`config.mk`:
```
export PLATFORM = sky130hd
export DESIGN_NAME = state_serializer
export DESIGN_NICKNAME = d
export VERILOG_FILES = /design/src/rtl/state_serializer.sv
export SDC_FILE = /design/constraint.sdc
export NUM_CORES = 1
export LEC_CHECK = 0
export ABC_AREA = 1
export CAP_MARGIN = 20
export CELL_PAD_IN_SITES_DETAIL_PLACEMENT = 1
export CELL_PAD_IN_SITES_GLOBAL_PLACEMENT = 2
export CORE_UTILIZATION = 24
export DETAILED_ROUTE_END_ITERATION = 10
export GPL_ROUTABILITY_DRIVEN = 0
export GPL_TIMING_DRIVEN = 0
export PLACE_DENSITY_LB_ADDON = 0.1
export SLEW_MARGIN = 20
export SYNTH_ARGS = -nofsm -noshare
export SYNTH_HDL_FRONTEND = slang
export SYNTH_SLANG_ARGS = --single-unit
```
`constraint.sdc`:
```
create_clock -name clk -period 1.9 [get_ports clk]
set_input_delay 0.38 -clock clk [delete_from_list [all_inputs] [get_ports clk]]
set_output_delay 0.38 -clock clk [all_outputs]
set_load 0.05 [all_outputs]
```
`src/rtl/state_serializer.sv`:
```
`default_nettype none
// ============================================================================
//  Module      : state_serializer
//  Description : Snapshots a WIDTH-bit hash/PRNG state word on a capture
//                strobe and streams it out as OUT_W-bit words, MSB word
//                first, over a valid/ready handshake. The source register
//                may keep iterating while the snapshot drains.
//  Ports       : clk, reset        - clock, synchronous active-high reset
//                capture, state_in - snapshot request and state value
//                out_data/valid/ready/last - output word stream
//                busy              - stream in progress
//                overrun, clr_overrun - sticky dropped-capture flag + clear
//  Revision    : 1.0 - initial release
// ============================================================================
module state_serializer #(
    parameter int WIDTH = 256,
    parameter int OUT_W = 32     // WIDTH must be an integer multiple of OUT_W
) (
    input  logic             clk,
    input  logic             reset,
    input  logic             capture,
    input  logic [WIDTH-1:0] state_in,
    output logic [OUT_W-1:0] out_data,
    output logic             out_valid,
    input  logic             out_ready,
    output logic             out_last,
    output logic             busy,
    output logic             overrun,
    input  logic             clr_overrun
);

    localparam int c_NWORDS = WIDTH / OUT_W;
    localparam int c_CNT_W  = (c_NWORDS > 1) ? $clog2(c_NWORDS) : 1;
    localparam logic [c_CNT_W-1:0] c_LAST_IDX = c_CNT_W'(c_NWORDS - 1);

    localparam logic [0:0] c_S_IDLE = 1'b0;
    localparam logic [0:0] c_S_SEND = 1'b1;

    logic [0:0]         r_state;
    logic [WIDTH-1:0]   r_shreg;
    logic [c_CNT_W-1:0] r_cnt;
    logic               r_overrun;

    logic w_sending;
    logic w_xfer;
    logic w_last;
    logic w_accept;

    assign w_sending = (r_state == c_S_SEND);
    assign w_xfer    = w_sending && out_ready;
    assign w_last    = (r_cnt == c_LAST_IDX);
    // A capture is taken when idle, or when it lands exactly on the final
    // handshake so the next snapshot follows without a bubble.
    assign w_accept  = capture && (!w_sending || (w_xfer && w_last));

    always_ff @(posedge clk) begin
        if (reset) begin
            r_state   <= c_S_IDLE;
            r_shreg   <= '0;
            r_cnt     <= '0;
            r_overrun <= 1'b0;
        end else begin
            if (w_accept) begin
                r_shreg <= state_in;
                r_cnt   <= '0;
                r_state <= c_S_SEND;
            end else if (w_xfer) begin
                if (w_last) begin
                    r_state <= c_S_IDLE;
                end else begin
                    r_shreg <= r_shreg << OUT_W;
                    r_cnt   <= r_cnt + 1'b1;
                end
            end

            // Setting has priority over clearing so a drop is never lost.
            if (capture && !w_accept) begin
                r_overrun <= 1'b1;
            end else if (clr_overrun) begin
                r_overrun <= 1'b0;
            end
        end
    end

    assign out_data  = r_shreg[WIDTH-1 -: OUT_W];
    assign out_valid = w_sending;
    assign busy      = w_sending;
    assign out_last  = w_sending && w_last;
    assign overrun   = r_overrun;

endmodule
`default_nettype wire

```
# [Yosys cells after proc, flatten, opt, wreduce, memory -nomap -nowiden]
# Index checks and enable logic that the tools add are counted.
[totals] regBits=261 out_inout_bits=36 wordCells=31 inputBits=261
[op_classes] n_bitwise=1 muxes=8 n_reduce_logical=15 add_sub_neg=1 n_eq_ne=2
[op_table] cell="2-to-1 mux 256 bit" count=3
[op_table] cell="AND reduction 2 bit" count=3
[op_table] cell="nonzero test 2 bit" count=3
[op_table] cell="logical AND 1 bit" count=5
[op_table] cell="2-to-1 mux 1 bit" count=5
[op_table] cell="adder 3 x 1 -> 3 bit (second input constant)" count=1
[op_table] cell="equality test 3 bit (second input constant)" count=1
[op_table] cell="zero test 1 bit" count=2
[op_table] cell="inequality test 2 x 1 -> 1 bit (second input constant)" count=1
[op_table] cell="OR reduction 2 bit" count=1
[op_table] cell="logical OR 1 bit" count=1
[op_table] cell="inverter 1 bit" count=1

# [Logic depth before layout (Yosys ltp)]
[depth] word_depth=7 depth_mapped=11 depth_no_buf=9

# [Worst setup path before layout]
# OpenSTA, ideal clock, no wires.
[synth_timing] path_type="reg-to-reg" startpoint="register r_state (netlist: busy)" endpoint="register r_shreg[250]" setup_time_ns=0.109 path_stages_with_launch=8 period_less_slack_ns=1.782 arrival_ns=1.673 slack_ns=0.118 n_path_buf=2 required_ns=1.791 cell_sequence="dfxtp_1 buf_2 nand2_1 a21oi_4 clkbuf_1 nand3_1 nand2_1 inv_1"
[synth_via] elab_chain_len=6 word_cells_on_any_way=9 cone_classes="eq/ne: 1; mux: 1; reduce/logical: 7"
[synth_lines] element="start, declared" line="39" text="logic [0:0] r_state;"
[synth_lines] element="start signal, assigned" line="58" text="r_state <= c_S_IDLE;"
[synth_lines] element="start signal, assigned" line="66" text="r_state <= c_S_SEND;"
[synth_lines] element="start signal, assigned" line="69" text="r_state <= c_S_IDLE;"
[synth_lines] element="logical AND 1 bit" line="50" text="assign w_xfer = w_sending && out_ready;"
[synth_lines] element="logical AND 1 bit" line="54" text="assign w_accept = capture && (!w_sending || (w_xfer && w_last));"
[synth_lines] element="logical OR 1 bit" line="54"
[synth_lines] element="logical AND 1 bit" line="54"
[synth_lines] element="inequality test 2 x 1 -> 1 bit (no source line) / nonzero test 2 bit (equally long branches)"
[synth_lines] element="AND reduction 2 bit (no source line)"
[synth_lines] element="end signal, assigned" line="64" text="r_shreg <= state_in;"
[synth_lines] element="end signal, assigned" line="71" text="r_shreg <= r_shreg << OUT_W;"
[synth_lines] element="end, declared" line="40" text="logic [WIDTH-1:0] r_shreg;"
# Several ways; a longest one is shown, not always the timed one.
# A chain may end at the register's enable or synchronous reset.

# [Final worst setup path]
[layout_timing] startpoint="register r_shreg[228]" endpoint="output port out_data[4]"
[layout_lines] element="end, declared" line="23" text="output logic [OUT_W-1:0] out_data,"
# No word-level cell between the ends.

==> results.yml <==
worst_setup_path:
  r2r_cells: 12
  setup.worst_path.end: "out_data[4]"
  required_ns: 1.52
  endpoint_kind: "output pin"
  worstReg2RegStart: "r_cnt[1]$_SDFFE_PP0P_"
  critical-path-top-delay-family: "buffers and inverters"
  crit_chain: "buf_4 > clkdlybuf4s15_1"
  slowest_delay_ns: 0.49
  cp.arrival_ns: 1.47
  worstSetupStartpoint: "r_shreg[228]$_SDFFE_PP0P_"
  crit_buf_inv: 2
  ff2ff_setup_slack_ns: 0.09
  startpoint_type: "flip-flop"
  worstPathMaxFanout: 2
  r2r-end: "r_shreg[84]$_SDFFE_PP0P_"
  critPathSlowestCell: "clkdlybuf4s15_1"
  worst-path-stages: 2
  setup.worst_path.class: "reg -> out"
placed_design:
  placed_area_mm2: 0.0175
  io_buffers: 295
  hpwlAfterDp_mm: 44.5
cts:
  clk_pin_slew_ns: 0.05
  clock_sinks: 261
  clock_path_buffers: 3
  ctsHoldBuffers: 0
  cts_root_buf: "clkbuf_16"
  clk_latency_ns: 0.54
  cts_tree: "yes"
  cts_buffers: 36
  cts.htree.levels: 2
drt:
  firstDrtPassIters: 4
  wl_met3_mm: 2.05
  wl_met1_mm: 24.2
  wire_per_inst_um: 17.2
  wl_met2_mm: 28.9
  wirelength_mm: 56.4
  num_vias: 14200
  via_per_inst: 4.33
  routed.top_layer: "met5"
  drc: 0
  ant_nets: 0
  drt_iter0_markers: 460
pwr:
  power.static_leakage_nw: 9.42
  p_total_w: 0.0170
  ir_worst_vdd_mv: 0.485
  powerDensity_mw_per_mm2: 885
hold_path:
  hold_path_class: "in -> reg"
logic_synthesis:
  netlist_area_mm2: 0.0136
  avgSynthCellArea_um2: 6.29
  yosys_warnings: 0
  synth_cells: 2155
  ys_seq_area_share_pct: 38.5
  syn-num-nets: 2418
  synth_cell_types: 16
  ys_ff_latch: 261
global_routing:
  antenna_found_initial: 5
  track_usage_pct: 19.7
  grt_max_degree: 13
  gr-total-overflow: 0
  grt_pass1_vias: 14800
  grt_pass1_wl_mm: 84.7
timing:
  max_slew_margin_pct: 53.7
  worstMarginPinSlew_ns: 0.694
  final-max-slew-violation-count: 0
  period_minus_slack_ns: 1.85
  max_freq_mhz: 541
  finClkSkew_ns: 0.0184
  setup_tns_ns: 0
  whs_ns: 0.397
  period_share_pct: 97.3
  rsz0062_at_grt: "false"
  finalHoldViolCount: 0
  setup_violations: 0
run:
  drv_cap: 0
floorplan:
  rows: 86
  die_width_um: 240
  start_util_pct: 24.5
  dieArea_mm2: 0.0575
  io_pins: 297
  die_h_um: 240
  core_area_mm2: 0.0554
finish:
  area_growth_syn_to_layout_pct: 41.3
  drive_above_1_share_pct: 10.2
  final_util_pct: 34.6
  layout_commonest_cell: "nand2_1"
  finalInstanceArea_mm2: 0.0192
  fillers: 6982
  fin_nets: 2762
  final_cell_mix: "nand2_1 (517), inv_1 (457), nand3_1 (435), dfxtp_1 (259), clkdlybuf4s50_1 (259)"
status:
  status: "finished clean"
## per-stage QoR
stage                     worst slack [ns]  instances
after floorplan                      0.118       2155
after global placement              -0.797       3198
after detailed placement            -0.813       3198
after CTS                          -0.0367       3267
after global routing               0.00236       3269
final                               0.0521       3272
## worst min-delay path by stage
stage	from	to	slack [ns]	depth (start not counted)
6_report	state_in[20]	r_shreg[20]$_SDFFE_PP0P_	0.40	3
5_1_grt	state_in[14]	r_shreg[14]$_SDFFE_PP0P_	0.39	3
3_5_place_dp	r_shreg[16]$_SDFFE_PP0P_	r_shreg[16]$_SDFFE_PP0P_	0.46	2
3_3_place_gp	r_shreg[29]$_SDFFE_PP0P_	r_shreg[29]$_SDFFE_PP0P_	0.45	2
4_1_cts	state_in[20]	r_shreg[20]$_SDFFE_PP0P_	0.36	3
2_1_floorplan	r_shreg[10]$_SDFFE_PP0P_	r_shreg[10]$_SDFFE_PP0P_	0.44	2
## synthesized netlist by cell type (all sizes together)
library cell    n  share of area (%)
a21oi         259                9.6
buf           145                6.2
clkbuf         47                1.3
dfxtp         261                 39
ha              2               0.18
inv           460                 13
nand2         524                 15
nand3         452                 17
nor2            2              0.055
o21ai           2              0.074
xor2            1              0.065
## final cells by class
| class | count | area (µm²) | area share, % |
|---|---|---|---|
| Multi-Input combinational cell | 1242 | 5740 | 29.9 |
| Clock inverter | 8 | 124 | 0.646 |
| Tap cell | 748 | 936 | 4.88 |
| Buffer | 189 | 1240 | 6.46 |
| Timing Repair Buffer | 309 | 3110 | 16.2 |
| Antenna cell | 3 | 7.51 | 0.0392 |
| Clock buffer | 52 | 1060 | 5.54 |
| Sequential cell | 261 | 5230 | 27.3 |
| Inverter | 460 | 1730 | 9.01 |
## report_power, final
| part | switching, W | leakage (nW) | internal [W] |
|---|---|---|---|
| clock | 0.00264 | 0.576 | 0.00427 |
| sequential | 0.000303 | 2.16 | 0.00598 |
| combinational | 0.00216 | 6.68 | 0.00160 |
| total | 0.00511 | 9.42 | 0.0119 |
## worst min-delay path: stages
cell and delay, ns:
clkdlybuf4s50_1 0.39, nand2_1 0.06, a21oi_1 0.05
## cell families (layout without fill, tap and decap cells)
logic type	Yosys count	after routing	share of synthesized area, %
and+or+nand+nor	978	978	31.3
buffers and inverters	652	1018	20.3
AOI/OAI and AO/OA	261	261	9.71
DFF	261	261	38.5
adders and majority gates	2	2	0.184
xor gates and xnor gates	1	1	0.0646
other	0	3	0
## layer usage
layer  track usage, %  up-vias
met2             36.5      230
met3             2.81       70
met4             5.59        4
met1             23.2     6567
met5                0        -
li1                 -     7297
## sequential cells by signal (all words and copies together), names as in the netlist
name,flops
busy,1
r_shreg,256
overrun,1
r_cnt,3
## what timing repair did
item,CTS,global route
pin swaps,3,3
setup buffers,10,2
endpoints found under the setup margin,295,190
gates cloned,2,0
gates resized for setup,166,44
No activity file was read; power rests on OpenSTA's default activity.
